<file path="src/rtl/perf_counter_controller_pkg.sv">
// Shared debug types for the performance counter block: command and dump-state
// encodings plus default sizing.
package perf_counter_controller_pkg;

  localparam int PERF_COUNTER_NUM       = 7;
  localparam int PERF_COUNTER_CNT_WIDTH = 32;
  localparam int PERF_COUNTER_INC_WIDTH = 2;

  typedef enum logic [1:0] {
    CLEAR  = 2'd0,
    FREEZE = 2'd1,
    RUN    = 2'd2,
    DUMP   = 2'd3
  } PerfCounterCmd;

  typedef enum logic [1:0] {
    IDLE = 2'd0,
    SNAP = 2'd1,
    SEND = 2'd2
  } PerfCounterDumpState;

  // Index width that stays legal for a single-counter build.
  function automatic int idx_width(input int n);
    return (n > 1) ? $clog2(n) : 1;
  endfunction

endpackage

</file>
<file path="src/rtl/perf_counter_cell.sv">
// One performance counter: add, clear, hold, wrap or saturate, sticky overflow.
// Build option RSD_PERF_COUNTER_SATURATE_EN makes an overflowing counter stick at all-ones.
module perf_counter_cell #(
  parameter int CNT_WIDTH = 32,
  parameter int INC_WIDTH = 2
) (
  input  logic                 clk,
  input  logic                 rst,
  input  logic                 clear,
  input  logic                 enable,
  input  logic [INC_WIDTH-1:0] inc,
  output logic [CNT_WIDTH-1:0] count,
  output logic [CNT_WIDTH-1:0] count_next,
  output logic                 overflow
);

  logic [CNT_WIDTH:0]   sum;
  logic                 carry;
  logic [CNT_WIDTH-1:0] added;

  always_comb begin
    sum   = {1'b0, count} + {{(CNT_WIDTH + 1 - INC_WIDTH){1'b0}}, inc};
    carry = sum[CNT_WIDTH];
`ifdef RSD_PERF_COUNTER_SATURATE_EN
    added = carry ? {CNT_WIDTH{1'b1}} : sum[CNT_WIDTH-1:0];
`else
    added = sum[CNT_WIDTH-1:0];
`endif
  end

  // count_next is also what the dump snapshot captures, so it must include
  // this cycle's increment and clear.
  always_comb begin
    if (clear) begin
      count_next = '0;
    end else if (enable) begin
      count_next = added;
    end else begin
      count_next = count;
    end
  end

  always_ff @(posedge clk) begin
    if (rst) begin
      count    <= '0;
      overflow <= 1'b0;
    end else begin
      count <= count_next;
      if (clear) begin
        overflow <= 1'b0;
      end else if (enable && carry) begin
        overflow <= 1'b1;
      end
    end
  end

endmodule

</file>
<file path="src/rtl/perf_counter_controller.sv">
// Performance counter bank with CLEAR/FREEZE/RUN/DUMP command port and a
// snapshot-based dump stream. Counter overflow mode set by RSD_PERF_COUNTER_SATURATE_EN.
//
// state | meaning
// IDLE  | accepting commands, cmdReady=1
// SNAP  | copy post-update counter values into the shadow array
// SEND  | stream shadow entries 0..NUM_COUNTERS-1, one per dumpReady handshake
module perf_counter_controller
  import perf_counter_controller_pkg::*;
#(
  parameter int NUM_COUNTERS = PERF_COUNTER_NUM,
  parameter int CNT_WIDTH    = PERF_COUNTER_CNT_WIDTH,
  parameter int INC_WIDTH    = PERF_COUNTER_INC_WIDTH
) (
  input  logic                              clk,
  input  logic                              rst,
  input  logic [NUM_COUNTERS*INC_WIDTH-1:0] incEvent,
  input  logic                              cmdValid,
  input  logic [1:0]                        cmdCode,
  output logic                              cmdReady,
  output logic                              dumpValid,
  input  logic                              dumpReady,
  output logic [idx_width(NUM_COUNTERS)-1:0] dumpIndex,
  output logic [CNT_WIDTH-1:0]              dumpData,
  output logic [NUM_COUNTERS*CNT_WIDTH-1:0] counterOut,
  output logic [NUM_COUNTERS-1:0]           overflow,
  output logic                              running
);

  localparam int IDX_W = idx_width(NUM_COUNTERS);
  localparam logic [IDX_W-1:0] LAST_IDX = IDX_W'(NUM_COUNTERS - 1);

  PerfCounterDumpState state_q, state_d;
  PerfCounterCmd       cmd;
  logic                run_q, run_d;
  logic [IDX_W-1:0]    idx_q, idx_d;
  logic                clear_cnt;
  logic                snap_en;

  logic [CNT_WIDTH-1:0] cnt      [NUM_COUNTERS];
  logic [CNT_WIDTH-1:0] cnt_next [NUM_COUNTERS];
  logic [CNT_WIDTH-1:0] shadow_q [NUM_COUNTERS];

  assign cmd = PerfCounterCmd'(cmdCode);

  always_comb begin
    state_d   = state_q;
    run_d     = run_q;
    idx_d     = idx_q;
    cmdReady  = 1'b0;
    dumpValid = 1'b0;
    clear_cnt = 1'b0;
    snap_en   = 1'b0;
    unique case (state_q)
      IDLE: begin
        cmdReady = 1'b1;
        if (cmdValid) begin
          unique case (cmd)
            CLEAR:  clear_cnt = 1'b1;
            FREEZE: run_d     = 1'b0;
            RUN:    run_d     = 1'b1;
            DUMP:   state_d   = SNAP;
            default: ;
          endcase
        end
      end
      SNAP: begin
        snap_en = 1'b1;
        idx_d   = '0;
        state_d = SEND;
      end
      SEND: begin
        dumpValid = 1'b1;
        if (dumpReady) begin
          if (idx_q == LAST_IDX) begin
            idx_d   = '0;
            state_d = IDLE;
          end else begin
            idx_d = idx_q + 1'b1;
          end
        end
      end
      default: state_d = IDLE;
    endcase
  end

  always_ff @(posedge clk) begin
    if (rst) begin
      state_q <= IDLE;
      run_q   <= 1'b1;
      idx_q   <= '0;
    end else begin
      state_q <= state_d;
      run_q   <= run_d;
      idx_q   <= idx_d;
    end
  end

  always_ff @(posedge clk) begin
    if (rst) begin
      for (int i = 0; i < NUM_COUNTERS; i++) begin
        shadow_q[i] <= '0;
      end
    end else if (snap_en) begin
      for (int i = 0; i < NUM_COUNTERS; i++) begin
        shadow_q[i] <= cnt_next[i];
      end
    end
  end

  // Counters run on the registered enable, so an accepted FREEZE/RUN only
  // changes counting from the following cycle.
  for (genvar i = 0; i < NUM_COUNTERS; i++) begin : g_cell
    perf_counter_cell #(
      .CNT_WIDTH(CNT_WIDTH),
      .INC_WIDTH(INC_WIDTH)
    ) u_cell (
      .clk       (clk),
      .rst       (rst),
      .clear     (clear_cnt),
      .enable    (run_q),
      .inc       (incEvent[i*INC_WIDTH +: INC_WIDTH]),
      .count     (cnt[i]),
      .count_next(cnt_next[i]),
      .overflow  (overflow[i])
    );
    assign counterOut[i*CNT_WIDTH +: CNT_WIDTH] = cnt[i];
  end

  assign dumpIndex = idx_q;
  assign dumpData  = shadow_q[idx_q];
  assign running   = run_q;

endmodule
</file>
<file path="config.mk">
export PLATFORM = sky130hd
export DESIGN_NAME = perf_counter_controller
export DESIGN_NICKNAME = d
export VERILOG_FILES = /design/src/rtl/perf_counter_controller_pkg.sv /design/src/rtl/perf_counter_cell.sv /design/src/rtl/perf_counter_controller.sv
export SDC_FILE = /design/constraint.sdc
export NUM_CORES = 1
export LEC_CHECK = 0
export BUFFER_PORTS_ARGS = -buffer_cell sky130_fd_sc_hd__buf_4
export CAP_MARGIN = 20
export CORE_ASPECT_RATIO = 1.5
export CORE_UTILIZATION = 52
export CTS_CLUSTER_DIAMETER = 100
export DETAILED_ROUTE_END_ITERATION = 10
export PLACE_DENSITY_LB_ADDON = 0.15
export SKIP_CTS_REPAIR_TIMING = 1
export SLEW_MARGIN = 40
export SYNTH_ARGS = -nofsm -noshare
export SYNTH_HDL_FRONTEND = slang
export SYNTH_SLANG_ARGS = --single-unit
</file>
<file path="constraint.sdc">
create_clock -name clk -period 7.6 [get_ports clk]
set_clock_uncertainty 0.05 [all_clocks]
set_input_delay 1.52 -clock clk [delete_from_list [all_inputs] [get_ports clk]]
set_output_delay 1.52 -clock clk [all_outputs]
set_load 0.01 [all_outputs]
</file>
### After elaboration in Yosys (flattened, before gate mapping)

Memory sizes are Yosys's and may differ from the RTL's. A register that Yosys moved wholly into a read port is not among the register bits.
Cells that the tools add are included.

* add/subtract/negate cells: 8
* $mul: 0
* div/mod/pow operators: 0
* $lt $le $gt $ge: 0
* eq/ne operators: 10
* shift operators: 0
* multiplexer cells: 43
* bitwise operators: 7
* reduce and logical (&&, ||, !) cells: 15

Operators by type and width (number)
* $mux W32: 21
* $add A32 B2 Y33: 7
* $mux W3: 4
* $mux W1: 11
* $mux W2: 4
* $logic_and A1 B1 Y1: 7
* $or A1 B1 Y1: 7
* $eq A2 B2 Y1 const B: 3
* $ne A2 B2 Y1 const B: 3
* $pmux W2 S3: 1
* $pmux W3 S2: 1
* $eq A2 B1 Y1 const B: 2
* $logic_not A2 Y1: 2
* $reduce_and A4 Y1: 1
* $reduce_bool A2 Y1: 2
* $add A3 B1 Y3 const B: 1
* $eq A3 B3 Y1 const B: 1
* $reduce_and A3 Y1: 1
* $ne A2 B1 Y1 const B: 1
* $pmux W1 S2: 1
* $reduce_and A2 Y1: 1
* $reduce_or A2 Y1: 1

* register bits after elaboration: 237
* latch bits: 0
* RAM bits: 224
* memory bits (read-only): 0
* input bits: 20
* output and inout bits: 269
* logic and storage cells: 101
* memories: 1

Memory list
* shadow_q: depth 7, bits a word 32, rd ports 1, clocked after Yosys merged registers in 1, wr ports 7, line perf_counter_controller.sv:42 `logic [CNT_WIDTH-1:0] shadow_q [NUM_COUNTERS];`

### Longest topological paths before layout

Gate-level depths: netlist of the first run.

* depth in word-level cells: 6
* depth in mapped cells: 9
* mapped depth without buffers: 8

### By module

From an unflattened synthesis of the first run, not the netlist that was laid out.

* cell total of the unflattened synthesis: 2453
* area total of the unflattened synthesis: 23861.6 um^2

Modules (own cells, without submodules)
* perf_counter_controller: times used 1, cells an instance 769, area an instance 10545.1 um^2, sequential area each 6906.6 um^2
* perf_counter_cell (g_cell[0].u_cell ...): times used 4, cells an instance 235, area an instance 1875.5 um^2, sequential area each 660.6 um^2
* perf_counter_cell (g_cell[2].u_cell ...): times used 3, cells an instance 248, area an instance 1938.1 um^2, sequential area each 660.6 um^2

### Worst setup path before layout of the first run

OpenSTA, ideal clock, no wires.

* kind: input to register
* start point: input rst
* end point: memory shadow_q[0][0], enable pin
* setup time: 625 ps
* arrival: 7159 ps
* data required time: 6925 ps
* slack: -233 ps
* cell stages on the path: 2
* buffers on the path: 1
* cells stage by stage: clkbuf_1 > nand2b_1

RTL lines
* start, declared: line perf_counter_controller.sv:16 `input logic rst,`
* end, declared: line perf_counter_controller.sv:42

==> results of run 1 <==
-- worst min-delay path, cell delays in order (launching register included) --
cell                      delay, ns
sky130_fd_sc_hd__dfxtp_1       0.31
sky130_fd_sc_hd__inv_1         0.04
sky130_fd_sc_hd__a21oi_1       0.05
-- cell type report --
cell class,instances,area (sq um),area share
Clock buffer,62,1240,0.0506
Clock inverter,20,209,0.00853
Inverter,39,146,0.00598
Multi-Input combinational cell,1293,8340,0.341
Sequential cell,464,11500,0.471
Tap cell,495,619,0.0253
Timing Repair Buffer,308,2400,0.0979
-- layer usage --
layer / part of all wire / GRT usage / vias up
met2: 0.50 / 0.469 / 531
li1: - / - / 7142
met4: 0.046 / 0.126 / 0
met3: 0.053 / 0.0310 / 99
met5: 0 / 0 / -
met1: 0.40 / 0.343 / 7357
-- cells by family (layout without fill, tap and decap cells) --
logic type / count (synthesis) / in the layout
XOR/XNOR: 208 / 208
multiplexers: 104 / 104
flip-flops: 464 / 464
AND/OR/NAND/NOR: 888 / 888
buffers and inverters: 139 / 429
AO/OA/AOI/OAI: 69 / 69
adder cells (fa/ha/maj): 24 / 24
-- power by group through the flow --
| stage | Clock [uW] | Combinational, uW | Sequential [uW] |
|---|---|---|---|
| floorplan | 0 | 170 | 2790 |
| CTS | 2260 | 294 | 2730 |
| global placement | 0 | 281 | 2790 |
| detailed placement | 0 | 293 | 2790 |
| finish | 2230 | 291 | 2730 |
| global route | 2350 | 315 | 2740 |
-- stage by stage --
step	total power, uW	worst slack (ns)	cells
floorplan	2960	2.41	1896
global placement	3070	3.11	2596
detailed placement	3080	3.42	2599
CTS	5290	2.82	2681
global route	5400	2.74	2681
finish	5250	2.88	2681
-- final timing paths --
kind / depth (start not counted) / to / slack (ns)
worst max-delay path: 4 / dumpData[21] / 2.88
worst min register to register: 2 / g_cell[6].u_cell.overflow$_SDFFE_PP0P_ / 0.40
worst min-delay path: 2 / g_cell[6].u_cell.overflow$_SDFFE_PP0P_ / 0.40
worst max register to register: 8 / shadow_q[6][30]$_SDFFCE_PP0P_ / 4.72
-- cell usage in the layout, fill, tap and decap left out, drive strengths merged, types with 7 or more instances in the layout --
master / n
nor4: 32
nand3: 73
ha: 17
xor2: 135
fa: 7
and4: 19
mux4: 32
mux2i: 39
xnor2: 73
a21oi: 18
edfxtp: 224
or3: 7
nand4: 82
buf: 308
nand4b: 11
inv: 41
nor2: 414
nor2b: 10
clkinv: 12
o21ai: 36
nor3: 67
and2: 13
mux2: 33
clkbuf: 62
and3: 35
nand2: 108
dfxtp: 240
-- sequential cells by signal, indices dropped and copies added, names as in the netlist, named ones only --
name and count:
g_cell.u_cell.overflow 7, g_cell.u_cell.count 224, running 1, state_q 2
dumpIndex 3, shadow_q 224
==> flow_results.org, run 1 <==
** Synthesis
- Mean post-synth cell area :: 10.7 sq um
- After synthesis, the share of flip-flops with an asynchronous set or reset is 0.
- Largest family of logic cells by synthesized area :: simple AND/OR/NAND/NOR gates
- Among all flip-flop cells after synthesis, the most frequent one is sky130_fd_sc_hd__dfxtp_1.
- Post-synthesis cell count :: 1896
- Top cells by area, synth :: sky130_fd_sc_hd__edfxtp_1 (33%), sky130_fd_sc_hd__dfxtp_1 (24%), sky130_fd_sc_hd__nor2_1 (7.6%), sky130_fd_sc_hd__xor2_1 (5.8%), sky130_fd_sc_hd__mux4_2 (3.5%)
- Compound-Gate Fraction of Synth Area :: 0.0188
- Mapped Area :: 20300 sq um
- Yosys printed 0 warnings.
- Of the total synthesized cell area, the portion taken by full adders, half adders and majority gates is 0.0174.
- Simple-gate portion of the synthesized area :: 0.207
- sky130_fd_sc_hd__nor2_1 is the most common cell in the netlist.
- Most used standard cells in the synthesized netlist :: sky130_fd_sc_hd__nor2_1 (414), sky130_fd_sc_hd__dfxtp_1 (240), sky130_fd_sc_hd__edfxtp_1 (224), sky130_fd_sc_hd__xor2_1 (135), sky130_fd_sc_hd__nand2_1 (108)
- After synthesis the netlist holds a flip-flop and latch count of 464.
- Cell variety after synth :: 49
- Area fraction of the dominant cell type after synthesis :: 0.331
- The synthesized design spends more area on one cell type than any other, namely sky130_fd_sc_hd__edfxtp_1.
- Post-synthesis net count :: 1940
- Counting flops with a built-in enable in the synthesized netlist gives 224.
- Of the total synthesized cell area, the portion taken by XOR and XNOR cells is 0.0896.
- Portion of netlist area occupied by mux cells :: 0.0729
- Sequential fraction of the synthesis area :: 0.567

** Die
- The initial utilization of the core area, before any placement, comes to 0.528.
- The die covers 39900 sq um.
- IO Count :: 289
- Core outline area :: 38500 sq um
- Die Y :: 244 microns
- Die X-Extent :: 163 microns
- FP Rows :: 88

** Global route
- Summed over all layers, the global routing overflow is 0.
- For this run, the total global-route usage over all layers was measured as 0.274.
- Maximum number of pins on one net before global-route repair :: 105
- The number of global-route vias before repair is 14600.
- The initial antenna violation count is 0.
- Global-route wire length before repair :: 83300 microns

** CTS
- Clock tree from TritonCTS :: yes
- For this design, the sink count on the clock tree is 464.
- Later-pin clock latency in the skew report :: 0.56 ns
- Clock-pin slew was measured on the worst setup and hold paths at 0.06 ns.
- The clock tree synthesis step divided the H-tree into 2 levels.
- The number of clock buffers added by TritonCTS is 44.
- The longest clock path from root to sink contains 3 buffers.
- Cell at the root of the clock tree :: sky130_fd_sc_hd__clkbuf_16

** Status
- Status :: finished clean

** Routing
- WL per Instance :: 20.3 microns
- Via-per-instance ratio :: 5.64
- For this block, the via count after detailed routing is 15100.
- Initial drt markers :: 1060
- First-pass detailed-route iteration total :: 5
- For this run, design rule violations remaining after detail routing come to 0.
- The detail route stage leaves a number of antenna-violating nets equal to 0.
- Wires add up to 54500 microns.

** Timing
- Dividing the final minimum period by the clock period gives 0.622.
- In this run the tightest slew margin relative to its limit is 0.390.
- Max-slew violations :: 0
- Total Negative Setup Slacks :: 0 ns
- Final hold viol count :: 0
- Post-layout min period :: 4.72 ns
- Setup repair after global routing left no endpoint under its margin.
- Setup-failing EPs final :: 0
- Derived from the worst setup path, the maximum achievable clock frequency is 0.212 GHz.
- Final-layout worst hold slack :: 0.396 ns
- At the pin with the least slew margin, the transition time is 0.906 ns.

** Place
- DP Wirelength :: 39500 microns
- Area post-placement :: 23000 sq um
- Final Wtd Congestion :: 0.880
- Buffers added on ports :: 288

** Power
- In this run the power spent charging and discharging nets is 1170 uW.
- Int Power :: 4090 uW
- Power density of the placed cells :: 214 nW/um^2
- The share of total power dissipated in sequential elements is 0.520.
- Of the total power, the share spent switching nets is 0.222.
- The share of total power dissipated in combinational logic is 0.055.
- Across the VDD grid, the largest voltage drop is 0.166 mV.
- Static leakage :: 0.00892 uW
- Of the total power, the clock network draws 0.424.

** Setup path
- The largest single stage delay on the critical path is 0.77 ns.
- Kind of launch point of the worst setup path :: register
- By startpoint and endpoint, the worst setup path is classified as register to primary output.
- For the worst setup path, the data required time is 6.03 ns.
- In this design, the critical path's most frequently occurring cell is sky130_fd_sc_hd__buf_4.
- Broken down by cell family, the worst path's largest delay share belongs to multiplexers.
- Arrival @ worst endpoint :: 3.15 ns
- Standard cell with the maximum stage delay on the critical path :: sky130_fd_sc_hd__dfxtp_4
- CP Cell Sequence :: buf_4 -> mux4_2 -> mux2_2 -> buf_4
- Together, buffers and inverters on the worst path number 2.
- The startpoint identified for the worst register-to-register timing path is g_cell[6].u_cell.count[0]$_SDFF_PP0_.
- Capturing element type of the critical path :: primary output
- Crit Path Max Fanout :: 33

** Hold path
- Worst min-delay path startpoint :: g_cell[6].u_cell.overflow$_SDFFE_PP0P_
- Hold crit path type :: register to register

** Final layout
- Once layout is complete, the utilization of the core stands at 0.636.
- The repair_antennas step left the layout with diodes totalling 0.
- Of the cells placed in the final design, the portion with a size suffix greater than 1 is 0.212.
- Final layout net count :: 2194
- The layout has 3165 filler cells.
- Area Overhead vs Synth :: 20.5%
- With fillers left out, the area of the finished cells amounts to 24500 sq um.

** Flow run
- Max-cap violation count :: 0
(Power assumes the default switching activity.)
==> run 2: changes to the inputs <==
ABC_AREA = 1   (was unset)
CORE_UTILIZATION = 53   (was 52)
clock period = 4.2 ns   (was 7.6 ns; I/O delays follow)
==> run 2 against run 1 <==
Against the previous run:
- synthesized cell count grew 60%
- clock power increased by 100%
- clock-buffer cell count shrank 8
- first-iteration DRC count increased by 130%
- utilization rose by 0.36 points
- flip-flop and latch count unchanged
==> flow_results.org, run 2 <==
** Synthesis
- After technology mapping, the gate count stands at 3042.
- Mean post-synth cell area :: 7.64 sq um
- The synthesized design spends more area on one cell type than any other, namely sky130_fd_sc_hd__edfxtp_1.
- In the synthesized netlist the dominant register cell turns out to be sky130_fd_sc_hd__dfxtp_1.
- Post-synthesis net count :: 3086
- Cell variety after synth :: 44
- Number of synthesized flops with an enable pin :: 224
- Mapped Area :: 23300 sq um
- By area the synthesized netlist is led by sky130_fd_sc_hd__edfxtp_1 (29%), sky130_fd_sc_hd__dfxtp_1 (21%), sky130_fd_sc_hd__nor2_1 (11%), sky130_fd_sc_hd__nand2_1 (10%), sky130_fd_sc_hd__nand3_1 (5.9%).
- Of all flip-flops after synthesis, the portion carrying an async set or reset was 0.
- After synthesis the netlist holds a flip-flop and latch count of 464.
- Area fraction of the dominant cell type after synthesis :: 0.289
- Counting instances in the post-synthesis netlist gives the leading cell types as sky130_fd_sc_hd__nor2_1 (663), sky130_fd_sc_hd__nand2_1 (632), sky130_fd_sc_hd__nand3_1 (275), sky130_fd_sc_hd__inv_1 (266), sky130_fd_sc_hd__dfxtp_1 (240).
- Most frequent cell after synthesis :: sky130_fd_sc_hd__nor2_1
- Synth warnings :: 0
- The share of the Yosys chip area taken by registers is 0.496.

** Setup path
- On the critical path the largest part of the delay comes from buffers and inverters.
- STA classifies the critical path startpoint as a register.
- In this design, the stage delay of the slowest critical-path cell is 0.53 ns.
- STA puts the critical path data required time at 3.31 ns.
- The critical path contains buffers and inverters numbering 3 combined.
- Capturing element type of the critical path :: primary output
- The cell that appears most often on the critical path is sky130_fd_sc_hd__o21ai_0.
- On the critical path, the stage with the largest delay is an instance of sky130_fd_sc_hd__clkinv_2.
- Crit Path Max Fanout :: 48
- Arrival @ worst endpoint :: 2.73 ns
- The critical path goes through clkinv_2 -> buf_12 -> o21ai_0 -> o22ai_1 -> nand2_1 -> o21ai_0 -> buf_4.
- Worst Setup Path Type :: register to primary output

** Die
- Initial Util :: 0.540
- The die is 259 microns tall.
- The floorplan has 93 rows.
- Core outline area :: 43100 sq um
- IO Count :: 289
- Area of the die :: 44700 sq um
- Measured along the x axis, the die boundary spans 173 microns.

** Final layout
- Count of fill cells added during filler insertion :: 3839
- Share of post-route cells with drive strength above 1 :: 0.146
- Area Overhead vs Synth :: 18.4%
- Top Registers :: g_cell.u_cell.count (224), shadow_q (224), g_cell.u_cell.overflow (7)
- Sequential standard cell area :: 11500 sq um
- The top cell types in the final layout, fill and taps aside, are sky130_fd_sc_hd__nor2_1 (663), sky130_fd_sc_hd__nand2_1 (630), sky130_fd_sc_hd__buf_4 (302), sky130_fd_sc_hd__nand3_1 (275), sky130_fd_sc_hd__inv_1 (264).
- Final layout net count :: 3328
- Leaving out fill and tap cells, the most frequent cell in the layout is sky130_fd_sc_hd__nor2_1.
- Antenna Cells :: 0
- In the final layout, the multi-input gates occupy 10200 sq um.

** Flow run
- The tool flagged a number of max-cap violations equal to 0.

** Global route
- Final global-route overflow total :: 0
- Global-route wire length before repair :: 128000 microns
- The initial antenna violation count is 1.
- Global-route usage over all layers :: 0.380
- Via count of the first global-routing pass :: 21400
- Entering global routing, the biggest net connects 97 pins.

** Power
- Power spread over the standard cell area amounts to 432 nW/um^2.
- In this run the static leakage power is 0.0109 uW.
- Total power :: 11900 uW
- Across the VDD grid, the largest voltage drop is 0.383 mV.

** CTS
- After clock tree synthesis, the clock-pin slew on the worst setup and hold paths is 0.06 ns.
- The clock drives 464 sinks.
- The root buffer cell chosen for the clock tree is sky130_fd_sc_hd__clkbuf_16.
- In this run the deepest clock path goes through 3 buffers.
- Later-pin clock latency in the skew report :: 0.58 ns
- The H-tree was split into 2 levels.
- Clock tree from TritonCTS :: yes
- Number of buffers added by the clock tree synthesis step :: 46

** Timing
- Relative max-transition margin :: 0.417
- Worst slew pin tran :: 0.873 ns
- Dividing the final minimum period by the clock period gives 0.861.
- Final-layout worst hold slack :: 0.412 ns
- The number of pins exceeding their max-slew limit in the final report was 0.
- Post-layout min period :: 3.62 ns
- Setup-failing EPs final :: 0
- Static timing analysis puts the maximum clock frequency at 0.276 GHz.
- Setup repair after global routing missed its margin :: no
- Total Negative Setup Slacks :: 0 ns
- The count of final hold-check violations was 0.

** Place
- Once detailed placement completed, the half-perimeter wirelength came to 64200 microns.
- Buffers added on ports :: 288
- Final Wtd Congestion :: 1.01

** Hold path
- Hold crit path type :: register to register

** Routing
- After detailed routing, the number of remaining DRC violations is 0.
- Detailed routing inserted a total of 22600 vias.
- For this run, the detailed router's first-pass iteration total came to 8.
- Final routed wirelength across all metal layers :: 86400 microns
- Dividing the detail-routed wire length by the instance count gives 22.2 microns.
- Via-per-instance ratio :: 5.80
- Once detail routing completed, the nets flagged for antenna violations numbered 0.
- After the first detailed-routing iteration, the DRC count stood at 2449.

** Status
- Status :: finished clean
## run 2: final cells by class
type	count	share of cell area
Clock inverter	31	0.0144
Clock buffer	54	0.0451
Sequential cell	464	0.419
Timing Repair Buffer	312	0.0884
Multi-Input combinational cell	2189	0.370
Inverter	271	0.0372
Tap cell	570	0.0259
## run 2: path summary, 6_finish.rpt
check,slack (ns),depth (start not counted),endpoint,startpoint
worst max-delay path,0.58,7,dumpData[7],register
worst min-delay path,0.41,2,g_cell[6].u_cell.overflow$_SDFFE_PP0P_,g_cell[6].u_cell.overflow$_SDFFE_PP0P_
worst max register to register,1.64,9,shadow_q[4][8]$_SDFFCE_PN0P_,g_cell[4].u_cell.count[0]$_SDFF_PP0_
worst min register to register,0.41,2,g_cell[6].u_cell.overflow$_SDFFE_PP0P_,g_cell[6].u_cell.overflow$_SDFFE_PP0P_
## run 2: per-stage QoR
stage	instances	setup slack, ns	util	instance area [sq um]
global route	3891	0.471	0.639	27500
global placement	3806	1.10	0.601	25900
CTS	3891	0.652	0.639	27500
floorplan	3042	1.11	-	23300
finish	3891	0.583	0.639	27500
detailed placement	3806	1.06	0.601	25900
## run 2: cell families (layout without fill, tap and decap cells)
family | count (synthesis) | after routing | share of synthesized area
flip-flops | 464 | 464 | 0.496
AO/OA/AOI/OAI | 301 | 301 | 0.0710
buffers and inverters | 389 | 668 | 0.0675
XOR/XNOR | 30 | 30 | 0.0113
AND/OR/NAND/NOR | 1834 | 1834 | 0.339
adder cells (fa/ha/maj) | 24 | 24 | 0.0152
## run 2: worst min-delay path, cell delays in order, from the launching register on
cell	delay, ns
sky130_fd_sc_hd__dfxtp_1	0.32
sky130_fd_sc_hd__inv_1	0.05
sky130_fd_sc_hd__a21oi_1	0.05
## run 2: where the power goes
group / leakage [uW] / internal (uW) / total (uW) / switching [uW]
clock network: 0.000795 / 2680 / 4540 / 1860
registers: 0.00428 / 5100 / 5360 / 253
logic: 0.00587 / 577 / 2000 / 1420
total: 0.0109 / 8360 / 11900 / 3540
## run 2: layer usage
metal | vias up | track usage | share of wire
li1 | 10500 | - | -
met1 | 10700 | 0.395 | 0.33
met2 | 1101 | 0.693 | 0.52
met3 | 283 | 0.0669 | 0.071
met4 | 0 | 0.264 | 0.079
met5 | - | 0 | 0
==> run 3: changes to the inputs <==
ABC_AREA = unset   (was 1)
CORE_UTILIZATION = 52   (was 53)
==> run 3 against run 2 <==
Against the previous run:
- critical path depth is 3 lower
- cell area is 11% lower
- cell count is 31% lower
- utilization is 0.17 points lower
- setup slack better by 0.19 ns
- hold slack worse by 0.0096 ns
- critical path type unchanged
- critical endpoint unchanged
==> flow_results.org, run 3 (synthesis gave the netlist of run 1 again) <==
** Status
- Status :: finished clean

** Timing
- After layout, the minimum clock period comes to 3.43 ns.
- Setup repair after global routing left no endpoint under its margin.
- Final hold viol count :: 0
- Setup total negative slack on the finished layout was measured at 0 ns.
- The number of pins exceeding their max-slew limit in the final report came to 0.
- Achievable clock frequency :: 0.292 GHz
- Of the available clock period, the critical path in the final layout requires 0.816.
- Final-layout worst hold slack :: 0.402 ns
- Worst slew pin tran :: 0.812 ns
- The worst path meets setup with 0.774 ns of slack.
- Setup violations remaining at the end of the flow were counted as 0.
- The worst pin sits at a relative slew slack of 0.456.

** CTS
- The clock net in this run drives a total of 464 sinks.
- Number of buffers between clock root and the deepest sink :: 3
- Clock tree from TritonCTS :: yes
- CTS placed an instance of sky130_fd_sc_hd__clkbuf_16 at the clock tree root.
- The H-tree was split into 2 levels.
- Worst-path clk slew :: 0.07 ns
- The clock reaches the later pin of the worst-skew pair after 0.55 ns.
- Buffers inserted during clock tree synthesis total 43.

** Global route
- Final global-route overflow total :: 0
- For this run, the total global-route usage over all layers was measured as 0.276.
- Entering global routing, the biggest net connects 102 pins.
- Global-route wire length before repair :: 83700 microns
- The number of global-route vias before repair was 14800.
- Antenna violations before repair :: 0

** Routing
- Via-per-instance ratio :: 5.67
- For this block, the initial DRC count from the detailed router was 1180.
- For this run, design rule violations remaining after detail routing come to 0.
- The first TritonRoute pass finished after 6 iterations.
- The detail route stage leaves a number of antenna-violating nets equal to 0.
- Final routed wirelength across all metal layers :: 55100 microns
- Vias after detailed routing :: 15300
- WL per Instance :: 20.5 microns

** Place
- Final Wtd Congestion :: 0.997
- Once detailed placement completed, the half-perimeter wirelength came to 40400 microns.
- Buffers added on ports :: 288
- OpenSTA, run right after detailed placement, puts the worst setup slack at 0.859 ns.

** Setup path
- Kind of launch point of the worst setup path :: register
- Required arrival time at the worst endpoint :: 3.31 ns
- Capturing element type of the critical path :: primary output
- Arrival @ worst endpoint :: 2.54 ns
- The worst setup path is of the register to primary output kind.
- Along the worst path, the maximum fanout reaches 25.

** Power
- Proportion of power drawn by flip-flops and latches :: 0.521
- Fraction of power consumed by the clock network :: 0.422
- Power spread over the standard cell area amounts to 387 nW/um^2.
- Largest voltage drop on the vdd net :: 0.295 mV
- Of the total power, the share spent switching nets is 0.222.
- Of the total power, combinational logic draws 0.057.
- P_sw :: 2110 uW
- The internal power of the cells totals 7390 uW.
- The analysis attributes to cell leakage a power of 0.00897 uW.

** Final layout
- Top Registers :: g_cell.u_cell.count (224), shadow_q (224), g_cell.u_cell.overflow (7)
- Share of post-route cells with drive strength above 1 :: 0.216
- Leaving out fill and tap cells, the most frequent cells in the layout are sky130_fd_sc_hd__nor2_1 (414), sky130_fd_sc_hd__buf_4 (320), sky130_fd_sc_hd__dfxtp_1 (237), sky130_fd_sc_hd__edfxtp_1 (224), sky130_fd_sc_hd__xor2_1 (135).
- Area Overhead vs Synth :: 20.9%
- The repair_antennas step left the layout with diodes totalling 0.
- The net count of the finished layout is 2211.
- After filler insertion, the fill cell instance count of the layout stands at 3189.
- Final standard cell utilization of the core :: 0.638
- Commonest non-fill, non-tap cell in the layout :: sky130_fd_sc_hd__nor2_1

** Die
- Initial Util :: 0.528
- FP Rows :: 88
- Core outline area :: 38500 sq um
- Die Y :: 244 microns
- For this design the top-level I/O count stands at 289.
- The die covers 39900 sq um.
- Die X-Extent :: 163 microns

** Flow run
- Max-cap violation count :: 0

** Hold path
- Hold crit path type :: register to register
## run 3: cell count changes in the layout (fill, tap and decap cells not counted), moves of 34 or more
cell | previous run | this run
sky130_fd_sc_hd__a21oi_1 | 100 | 18
sky130_fd_sc_hd__and3_1 | 0 | 34
sky130_fd_sc_hd__inv_1 | 264 | 39
sky130_fd_sc_hd__mux2i_1 | 0 | 39
sky130_fd_sc_hd__nand2_1 | 630 | 107
sky130_fd_sc_hd__nand3_1 | 275 | 72
sky130_fd_sc_hd__nor2_1 | 663 | 414
sky130_fd_sc_hd__nor2_2 | 34 | 0
sky130_fd_sc_hd__o21ai_0 | 126 | 36
sky130_fd_sc_hd__or2_2 | 34 | 0
sky130_fd_sc_hd__xnor2_1 | 8 | 73
sky130_fd_sc_hd__xor2_1 | 22 | 135
## run 3: power by group through the flow
| stage | sequential, uW | clock, uW | combinational, uW |
|---|---|---|---|
| 2_1_floorplan | 5030 | 0 | 309 |
| 3_3_place_gp | 5050 | 0 | 529 |
| 3_5_place_dp | 5050 | 0 | 539 |
| 4_1_cts | 4950 | 4070 | 541 |
| 5_1_grt | 4960 | 4230 | 583 |
| 6_report | 4950 | 4010 | 537 |
## run 3: path summary, 6_finish.rpt
check                                         start                                     end  slack [ns]  cells past startpoint
max                                        register                             dumpData[7]        0.77                      4
min          g_cell[6].u_cell.overflow$_SDFFE_PP0P_  g_cell[6].u_cell.overflow$_SDFFE_PP0P_        0.40                      2
max reg2reg    g_cell[4].u_cell.count[0]$_SDFF_PP0_           shadow_q[4][30]$_SDFFCE_PN0P_        1.39                      8
min reg2reg  g_cell[6].u_cell.overflow$_SDFFE_PP0P_  g_cell[6].u_cell.overflow$_SDFFE_PP0P_        0.40                      2
## run 3: per-layer routing
metal | GRT usage | routed length (microns)
met1 | 0.346 | 21800
met2 | 0.477 | 28200
met3 | 0.0322 | 3030
met4 | 0.114 | 2100
met5 | 0 | 0
## run 3: final cells by class
| type | instances | area, sq um | share of cell area |
|---|---|---|---|
| flip-flops and latches | 464 | 11500 | 0.470 |
| repair buffers | 326 | 2510 | 0.102 |
| clock buffers | 53 | 1180 | 0.0479 |
| well taps | 495 | 619 | 0.0252 |
| multi-input cells | 1293 | 8320 | 0.339 |
| clock inverters | 25 | 259 | 0.0105 |
| inverters | 39 | 146 | 0.00596 |
## run 3: worst max-delay path, cell delays in order, from the launching register on
cell	delay [ns]
sky130_fd_sc_hd__dfxtp_4	0.67
sky130_fd_sc_hd__buf_4	0.32
sky130_fd_sc_hd__mux4_2	0.55
sky130_fd_sc_hd__mux2_2	0.27
sky130_fd_sc_hd__buf_4	0.15
## run 3: metrics by stage
step	instance area (sq um)	instances	power, uW
floorplan	20300	1896	5340
global placement	23100	2617	5570
detailed placement	23100	2617	5590
CTS	24500	2695	9560
global route	24600	2695	9770
finish	24600	2695	9500
